--- config.mk ---
export PLATFORM = sky130hd
export DESIGN_NAME = wb_stream_master
export DESIGN_NICKNAME = d
export VERILOG_FILES = /design/src/rtl/wb_stream_master.sv
export SDC_FILE = /design/constraint.sdc
export NUM_CORES = 1
export LEC_CHECK = 0
export ABC_CLOCK_PERIOD_IN_PS = 2390
export CORE_MARGIN = 2
export CORE_UTILIZATION = 52
export DETAILED_ROUTE_END_ITERATION = 7
export PLACE_DENSITY_LB_ADDON = 0.08
export SYNTH_ARGS = -nofsm -noshare
export SYNTH_HDL_FRONTEND = slang
export SYNTH_SLANG_ARGS = --single-unit
--- constraint.sdc ---
create_clock -name clk_i -period 2.39 [get_ports clk_i]
set_input_delay 0.717 -clock clk_i [delete_from_list [all_inputs] [get_ports clk_i]]
set_output_delay 0.717 -clock clk_i [all_outputs]
set_load 0.05 [all_outputs]
--- src/rtl/wb_stream_master.sv ---
// rtl/wb_stream_master.sv - byte-stream command parser driving a pipelined Wishbone master
module wb_stream_master #(
  parameter int unsigned TIMEOUT_CYCLES = 1024,
  parameter logic [3:0]  SEL_ALL        = 4'hF
) (
  input  logic        clk_i,
  input  logic        rst_i,
  output logic [31:0] wbm_adr_o,
  output logic [31:0] wbm_dat_o,
  input  logic [31:0] wbm_dat_i,
  output logic [3:0]  wbm_sel_o,
  output logic        wbm_we_o,
  output logic        wbm_cyc_o,
  output logic        wbm_stb_o,
  input  logic        wbm_ack_i,
  input  logic        wbm_err_i,
  input  logic        wbm_stall_i,
  input  logic [7:0]  rx_data_i,
  input  logic        rx_valid_i,
  output logic        rx_ready_o,
  output logic [7:0]  tx_data_o,
  output logic        tx_valid_o,
  input  logic        tx_ready_i
);

  localparam int unsigned TW = $clog2(TIMEOUT_CYCLES + 1);

  localparam logic [7:0] OP_WR      = 8'h01;
  localparam logic [7:0] OP_RD      = 8'h02;
  localparam logic [7:0] ST_OK      = 8'h00;
  localparam logic [7:0] ST_BUSERR  = 8'h01;
  localparam logic [7:0] ST_TIMEOUT = 8'h02;
  localparam logic [7:0] ST_BADOP   = 8'hFF;

  typedef enum logic [2:0] {
    S_IDLE  = 3'd0,
    S_ADDR  = 3'd1,
    S_WDATA = 3'd2,
    S_BUS   = 3'd3,
    S_RESP  = 3'd4
  } state_e;

  state_e state_q, state_d;

  logic          is_write_q, is_write_d;
  logic [1:0]    bcnt_q, bcnt_d;
  logic [31:0]   addr_q, addr_d;
  logic [31:0]   wdata_q, wdata_d;
  logic [31:0]   adr_q, adr_d;
  logic [31:0]   dat_q, dat_d;
  logic [3:0]    sel_q, sel_d;
  logic          we_q, we_d;
  logic          cyc_q, cyc_d;
  logic          stb_q, stb_d;
  logic [TW-1:0] tmo_q, tmo_d;
  logic [31:0]   rdata_q, rdata_d;
  logic [2:0]    rem_q, rem_d;
  logic          rx_ready_q, rx_ready_d;
  logic [7:0]    tx_data_q, tx_data_d;
  logic          tx_valid_q, tx_valid_d;

  logic rx_fire;
  logic tx_fire;
  logic opcode_ok;
  logic tmo_hit;
  logic bus_done;
  logic start_bus;

  assign rx_fire   = rx_valid_i & rx_ready_q;
  assign tx_fire   = tx_valid_q & tx_ready_i;
  assign opcode_ok = (rx_data_i == OP_WR) || (rx_data_i == OP_RD);
  // The counter is compared one short so cyc is already low on the cycle it would reach the limit.
  assign tmo_hit   = (tmo_q == TW'(TIMEOUT_CYCLES - 1));
  assign bus_done  = (state_q == S_BUS) && (wbm_ack_i || wbm_err_i || tmo_hit);

  // State register
  always_ff @(posedge clk_i) begin
    if (rst_i) begin
      state_q <= S_IDLE;
    end else begin
      state_q <= state_d;
    end
  end

  // Next-state selection
  always_comb begin
    state_d = state_q;
    case (state_q)
      S_IDLE:  if (rx_fire) state_d = opcode_ok ? S_ADDR : S_RESP;
      S_ADDR:  if (rx_fire && bcnt_q == 2'd3) state_d = is_write_q ? S_WDATA : S_BUS;
      S_WDATA: if (rx_fire && bcnt_q == 2'd3) state_d = S_BUS;
      S_BUS:   if (bus_done) state_d = S_RESP;
      S_RESP:  if (tx_fire && rem_q == 3'd0) state_d = S_IDLE;
      default: state_d = S_IDLE;
    endcase
  end

  // Datapath and registered-output next values
  always_comb begin
    is_write_d = is_write_q;
    bcnt_d     = bcnt_q;
    addr_d     = addr_q;
    wdata_d    = wdata_q;
    adr_d      = adr_q;
    dat_d      = dat_q;
    sel_d      = sel_q;
    we_d       = we_q;
    cyc_d      = cyc_q;
    stb_d      = stb_q;
    tmo_d      = tmo_q;
    rdata_d    = rdata_q;
    rem_d      = rem_q;
    tx_data_d  = tx_data_q;
    tx_valid_d = tx_valid_q;
    start_bus  = 1'b0;
    rx_ready_d = (state_d == S_IDLE) || (state_d == S_ADDR) || (state_d == S_WDATA);

    case (state_q)
      S_IDLE: begin
        if (rx_fire) begin
          is_write_d = (rx_data_i == OP_WR);
          bcnt_d     = 2'd0;
          wdata_d    = 32'h0;
          if (!opcode_ok) begin
            rem_d      = 3'd0;
            tx_data_d  = ST_BADOP;
            tx_valid_d = 1'b1;
          end
        end
      end
      S_ADDR: begin
        if (rx_fire) begin
          addr_d = {rx_data_i, addr_q[31:8]};
          bcnt_d = bcnt_q + 2'd1;
          if (bcnt_q == 2'd3 && !is_write_q) start_bus = 1'b1;
        end
      end
      S_WDATA: begin
        if (rx_fire) begin
          wdata_d = {rx_data_i, wdata_q[31:8]};
          bcnt_d  = bcnt_q + 2'd1;
          if (bcnt_q == 2'd3) start_bus = 1'b1;
        end
      end
      S_BUS: begin
        tmo_d = tmo_q + TW'(1);
        if (stb_q && !wbm_stall_i) stb_d = 1'b0;
        if (bus_done) begin
          cyc_d      = 1'b0;
          stb_d      = 1'b0;
          we_d       = 1'b0;
          sel_d      = 4'h0;
          tmo_d      = '0;
          tx_valid_d = 1'b1;
          rem_d      = 3'd0;
          if (wbm_err_i) begin
            tx_data_d = ST_BUSERR;
          end else if (wbm_ack_i) begin
            tx_data_d = ST_OK;
            if (!is_write_q) begin
              rdata_d = wbm_dat_i;
              rem_d   = 3'd4;
            end
          end else begin
            tx_data_d = ST_TIMEOUT;
          end
        end
      end
      S_RESP: begin
        if (tx_fire) begin
          if (rem_q == 3'd0) begin
            tx_valid_d = 1'b0;
            tx_data_d  = 8'h00;
          end else begin
            tx_data_d = rdata_q[7:0];
            rdata_d   = {8'h00, rdata_q[31:8]};
            rem_d     = rem_q - 3'd1;
          end
        end
      end
      default: ;
    endcase

    if (start_bus) begin
      cyc_d = 1'b1;
      stb_d = 1'b1;
      we_d  = is_write_q;
      sel_d = SEL_ALL;
      adr_d = addr_d;
      dat_d = wdata_d;
      tmo_d = '0;
    end
  end

  // Datapath registers, all cleared by reset
  always_ff @(posedge clk_i) begin
    if (rst_i) begin
      is_write_q <= 1'b0;
      bcnt_q     <= 2'd0;
      addr_q     <= 32'h0;
      wdata_q    <= 32'h0;
      adr_q      <= 32'h0;
      dat_q      <= 32'h0;
      sel_q      <= 4'h0;
      we_q       <= 1'b0;
      cyc_q      <= 1'b0;
      stb_q      <= 1'b0;
      tmo_q      <= '0;
      rdata_q    <= 32'h0;
      rem_q      <= 3'd0;
      rx_ready_q <= 1'b0;
      tx_data_q  <= 8'h00;
      tx_valid_q <= 1'b0;
    end else begin
      is_write_q <= is_write_d;
      bcnt_q     <= bcnt_d;
      addr_q     <= addr_d;
      wdata_q    <= wdata_d;
      adr_q      <= adr_d;
      dat_q      <= dat_d;
      sel_q      <= sel_d;
      we_q       <= we_d;
      cyc_q      <= cyc_d;
      stb_q      <= stb_d;
      tmo_q      <= tmo_d;
      rdata_q    <= rdata_d;
      rem_q      <= rem_d;
      rx_ready_q <= rx_ready_d;
      tx_data_q  <= tx_data_d;
      tx_valid_q <= tx_valid_d;
    end
  end

  assign wbm_adr_o  = adr_q;
  assign wbm_dat_o  = dat_q;
  assign wbm_sel_o  = sel_q;
  assign wbm_we_o   = we_q;
  assign wbm_cyc_o  = cyc_q;
  assign wbm_stb_o  = stb_q;
  assign rx_ready_o = rx_ready_q;
  assign tx_data_o  = tx_data_q;
  assign tx_valid_o = tx_valid_q;

endmodule
* Word level (Yosys, flattened, before mapping)
Cells that the tools add are included.
** Operators by class
- $add $sub $neg :: 3
- Eq/ne operators :: 20
- Multiplexer cells :: 63
- Bitwise logic cells :: 2
- Reductions and logical operators :: 31
** Operator list (number)
- 32-bit two-way mux :: 10
- 32-bit one-hot mux with 2 select lines :: 2
- 3-bit two-way mux :: 14
- 8-bit two-way mux :: 5
- 8-bit one-hot mux with 3 select lines :: 1
- 1-bit two-way mux :: 18
- 2-bit != test, second input constant :: 9
- 3-bit one-hot mux with 5 select lines :: 1
- 4-bit two-way mux :: 3
- 6-bit AND reduction :: 2
- 11-bit by 1-bit adder with 11-bit output, second input constant :: 1
- 11-bit by 10-bit == test with 1-bit output, second input constant :: 1
- 11-bit two-way mux :: 1
- 3-bit by 2-bit == test with 1-bit output, second input constant :: 3
- 3-bit zero test :: 3
- 3-bit one-hot mux with 3 select lines :: 1
- 8-bit by 1-bit == test with 1-bit output, second input constant :: 1
- 8-bit by 2-bit == test with 1-bit output, second input constant :: 1
- 2-bit two-way mux :: 4
- 2-bit nonzero test :: 4
- 7-bit AND reduction :: 1
- 3-bit by 1-bit == test with 1-bit output, second input constant :: 2
- 2-bit AND reduction :: 3
- 3-bit nonzero test :: 2
- 15 further kinds :: 26
** Storage, ports and cells
- Register bits :: 197
- Input port bits :: 47

* Logic depth before layout (Yosys ltp)
- Depth after elaboration :: 8
- Mapped depth :: 8
- Depth with buffers taken out :: 7

* Worst setup path after synthesis
OpenSTA, ideal clock, no wires.
- Path kind :: input-to-reg
- From :: input port rx_data_i[2]
- To :: register rem_q[0]
- Library setup time :: 0.117 ns
- Arrival time :: 2.140 ns
- Path slack :: 0.133 ns
- Stages :: 5
- Path buffers :: 1
- Path through :: or4_4 > o41ai_4 > a31oi_4 > buf_6 > a32o_1
** Between the ends
- Longest elaborated chain between the ends :: 4
- Elaborated cells on any way between the ends :: 5
- Classes of those cells :: eq/ne: 3; reduce/logical: 2
** Ends and longest elaborated chain
- from (decl) :: line 18 : input logic [7:0] rx_data_i,
- 8-bit by 1-bit == test with 1-bit output / 8-bit by 2-bit == test with 1-bit output (equally long branches) :: line 71 : assign opcode_ok = (rx_data_i == OP_WR) || (rx_data_i == OP_RD);
- 1-bit logical OR (*) :: line 71
- 2-bit != test (no line) (*)
- 6-bit AND reduction (no line) (*)
- to (signal assigned) :: line 227 : rem_q <= rem_d;
- to (decl) :: line 57 : logic [2:0] rem_q, rem_d;
Mark *: on every way between the ends. The rest lies on a longest branch, timed or not.
A chain may end at the register's enable or synchronous reset.

* Final worst setup path
- From :: input port rx_data_i[2]
- To :: register tx_valid_q (netlist: tx_valid_o)
** Between the ends
- Longest elaborated chain between the ends :: 4
- Elaborated cells on any way between the ends :: 5
- Classes of those cells :: eq/ne: 3; reduce/logical: 2
** Ends and longest elaborated chain
- 8-bit by 1-bit == test with 1-bit output / 8-bit by 2-bit == test with 1-bit output (equally long branches) :: line 71
- 1-bit logical OR (*) :: line 71
- 2-bit != test (no line) (*)
- 6-bit AND reduction (no line) (*)
- to (signal assigned) :: line 230 : tx_valid_q <= tx_valid_d;
- to (decl) :: line 60 : logic tx_valid_q, tx_valid_d;
Marks and branches as above.

==> run_results.csv <==
group,metric,value,unit
synth,syn_nets,846,
drt,vias,6150,
critical_path,timing.critical_path.slowest_stage_cell,"sky130_fd_sc_hd__or4_4",
synth,top_cell_type_by_total_area_after_synthesis,"sky130_fd_sc_hd__dfxtp_1",
clock_tree,cts_post_setup_buffers_inserted,0,
power_and_ir_drop,finalPower,6.46,mW
sta,number_of_hold_violations_in_the_final_report,0,
critical_path,cp-end-kind,"flop",
synth,synth_cell_types,56,
floorplanning,design.die.area,15100,µm²
min_path,min-delay-path-class,"flop to flop",
clock_tree,cts_inserted_buffers,17,
critical_path,r2r_slack,130,ps
global_route,antenna_found_initial,0,
synth,yosys_warnings,0,
final_layout,layout-area-overhead-vs-synth,30.5,%
final_layout,post_route_cells_drive_above_1_share,10.5,%
sta,slew_viol_final,0,
synth,netlist_instances,795,
placement,area_after_detailed_placement,9020,µm²
final_layout,insertedDiodeCount,0,
final_layout,final_net_count,973,
sta,final.setup_skew,8.14,ps
synth,synth.most_common_cell,"sky130_fd_sc_hd__dfxtp_1",
critical_path,timing.setup.critical_path_class,"primary input to flop",
clock_tree,clk-insertion-delay-late,430,ps
global_route,grt_max_degree,68,
sta,finalWorstPathRequiredPeriod,2360,ps
critical_path,startpoint_type,"primary input",
synth,yosys-top-cells-area,"sky130_fd_sc_hd__dfxtp_1, sky130_fd_sc_hd__nor2_1, sky130_fd_sc_hd__nand2_1",
clock_tree,cell_at_the_root_of_the_clock_tree,"sky130_fd_sc_hd__clkbuf_16",
sta,post-route-period-util,98.8,%
synth,synth.ff_latch_count,193,
min_path,worst_hold_path.num_cells,2,
synth,synth.yosys.seq_area_share,52.5,%
critical_path,cp_data_required_time,2710,ps
clock_tree,cts_max_path_buffers,2,
critical_path,critical_path.max_stage_delay,580,ps
synth,synth-async-reset-ratio,0,%
status,run_status,"complete, no violations",
drt,wire_per_inst,15.6,µm
critical_path,crit-reg2reg-capture,"rem_q[1]$_SDFFE_PP0P_",
synth,synth-edff-count,0,
clock_tree,postCtsHoldBufs,0,
global_route,grtUsageTotal,23.7,%
critical_path,worstRegToRegCells,6,
clock_tree,clkTransAtPathRegs,70,ps
drt,first_pass_detailed_route_iteration_total,5,
sta,fmax,423,MHz
final_layout,stdcell_area,9600,µm²
sta,max_slew.worst_pin.slew,631,ps
floorplanning,num_rows,43,
power_and_ir_drop,static-leakage-power,3.53,nW
synth,syn-mean-instance-area,9.25,µm²
sta,worst_rel_slew_slack,57.4,%
drt,post-route-drc-count,0,
sta,grt_setup_unrepaired,"true",
critical_path,worst_reg2reg_path_startpoint,"tmo_q[0]$_SDFFE_PP0P_",
floorplanning,initial_utilization,53.2,%
power_and_ir_drop,worst_ir_drop_vdd,0.000497,V
drt,initialDrtViolationCount,464,
clock_tree,cts_max_level,4,
critical_path,worstPathArrival,2690,ps
global_route,overflow,0,
clock_tree,tritoncts,"built",
floorplanning,io-pin-count,128,
synth,top_reg_cell_synth,"sky130_fd_sc_hd__dfxtp_1",
min_path,min-delay-start,"wdata_q[7]$_SDFF_PP0_",
global_route,grt_pass1_vias,5892,
floorplanning,die_x,123,µm
critical_path,worst_path_max_fanout,9,
synth,synthTopCellsByCount,"sky130_fd_sc_hd__dfxtp_1, sky130_fd_sc_hd__nor2_1, sky130_fd_sc_hd__nand2_1",
floorplanning,core,13800,µm²
clock_tree,cts_resized,7,
drt,ant_nets,0,
critical_path,worstPathCellList,"clkdlybuf4s50_1, or4_4, o41ai_4, a31oi_4, and2_1, o21ba_2",
synth,post_synth_instance_area,7360,µm²
global_route,first_pass_grt_wire_length,28200,µm
run,max_cap_violations,0,
placement,gp_congestion,0.866,
drt,drt-vias-per-instance,5.52,
min_path,whs_endpoint,"wdata_q[7]$_SDFF_PP0_",
power_and_ir_drop,pwr_density_cell,673,nW/µm²
synth,fraction_of_post_synthesis_cell_area_in_the_top_cell_type_by_area,52.5,%
clock_tree,tritoncts_sink_count,193,
floorplanning,chipHeight,123,µm
sta,setup-violations-final,0,
drt,totalWireLength,17400,µm
placement,detailed_place_hpwl,12100,µm
placement,buffer_ports.inserted,127,
## per-stage QoR
stage	hold slack (ps)	utilization (%)	worst slack [ps]	TNS, ps	cells
2_1_floorplan	436	-	133	0	795
6_report	468	69.4	27.9	0	1115
5_1_grt	497	69.4	-2.32	-2.32	1115
3_5_place_dp	458	65.3	-405	-18650	1083
4_1_cts	466	69.4	29.8	0	1115
3_3_place_gp	445	65.3	-361	-12260	1083
## how the worst max path moves through the flow
stage	start	to
2_1_floorplan	rx_data_i[2]	rem_q[0]$_SDFFE_PP0P_
3_3_place_gp	rx_data_i[2]	tx_data_o[1]$_SDFFE_PP0P_
3_5_place_dp	rx_data_i[2]	tx_data_o[0]$_SDFFE_PP0P_
4_1_cts	tx_data_o[0]$_SDFFE_PP0P_	tx_data_o[0]
5_1_grt	rx_data_i[5]	tx_data_o[1]$_SDFFE_PP0P_
6_report	rx_data_i[2]	tx_valid_o$_SDFFE_PP0P_
## sequential cells by signal, indices dropped and copies added, names as in the netlist, 2 cells and up
signal	count
wdata_q	32
state_q	3
bcnt_q	2
rem_q	3
tmo_q	11
rdata_q	32
addr_q	32
tx_data_o	8
wbm_adr_o	32
wbm_dat_o	32
## area by class of cell
class	instances	area (µm²)
multi-input combinational	531	3170
fill	1054	4230
timing repair buffer	175	1750
clock buffer	18	439
clock inverter	14	135
inverter	4	15.0
sequential	193	3860
tap	180	225
## per-layer routing
layer  part of all wire [%]  track usage (%)
met1                     45             29.9
met2                     50             40.2
met3                    4.0             4.66
met4                    1.8             8.48
met5                      0                0
## power by group
part	internal, mW	switching (mW)	total [mW]
registers	3.24	0.0169	3.25
logic	0.200	0.265	0.465
clock network	1.48	1.26	2.74
## critical path, delay by kind of cell
kind                   cells  cell delay, ps
buffers and inverters      1             420
AO/OA/AOI/OAI              3             760
AND/OR/NAND/NOR            2             780
## cells by family after synthesis
family	Yosys count	synth area share, %
simple gates	309	18.7
flops	193	52.5
compound gates	175	17.7
buf+inv	71	4.76
mux	34	4.63
xor+xnor	9	1.07
fa+ha+maj	4	0.680
## cells in the final DEF, fill, tap and decap left out, types with 17 or more instances in the layout
master,synthesis,layout
sky130_fd_sc_hd__a311oi_1,24,24
sky130_fd_sc_hd__mux2i_1,34,34
sky130_fd_sc_hd__nand2_1,93,93
sky130_fd_sc_hd__clkbuf_16,0,17
sky130_fd_sc_hd__a211oi_1,32,32
sky130_fd_sc_hd__buf_4,13,37
sky130_fd_sc_hd__clkdlybuf4s50_1,0,119
sky130_fd_sc_hd__nor2_1,129,127
sky130_fd_sc_hd__nand3_1,38,38
sky130_fd_sc_hd__a21oi_1,52,52
sky130_fd_sc_hd__o22a_1,32,32
sky130_fd_sc_hd__dfxtp_1,193,193
(Power assumes the default switching activity.)
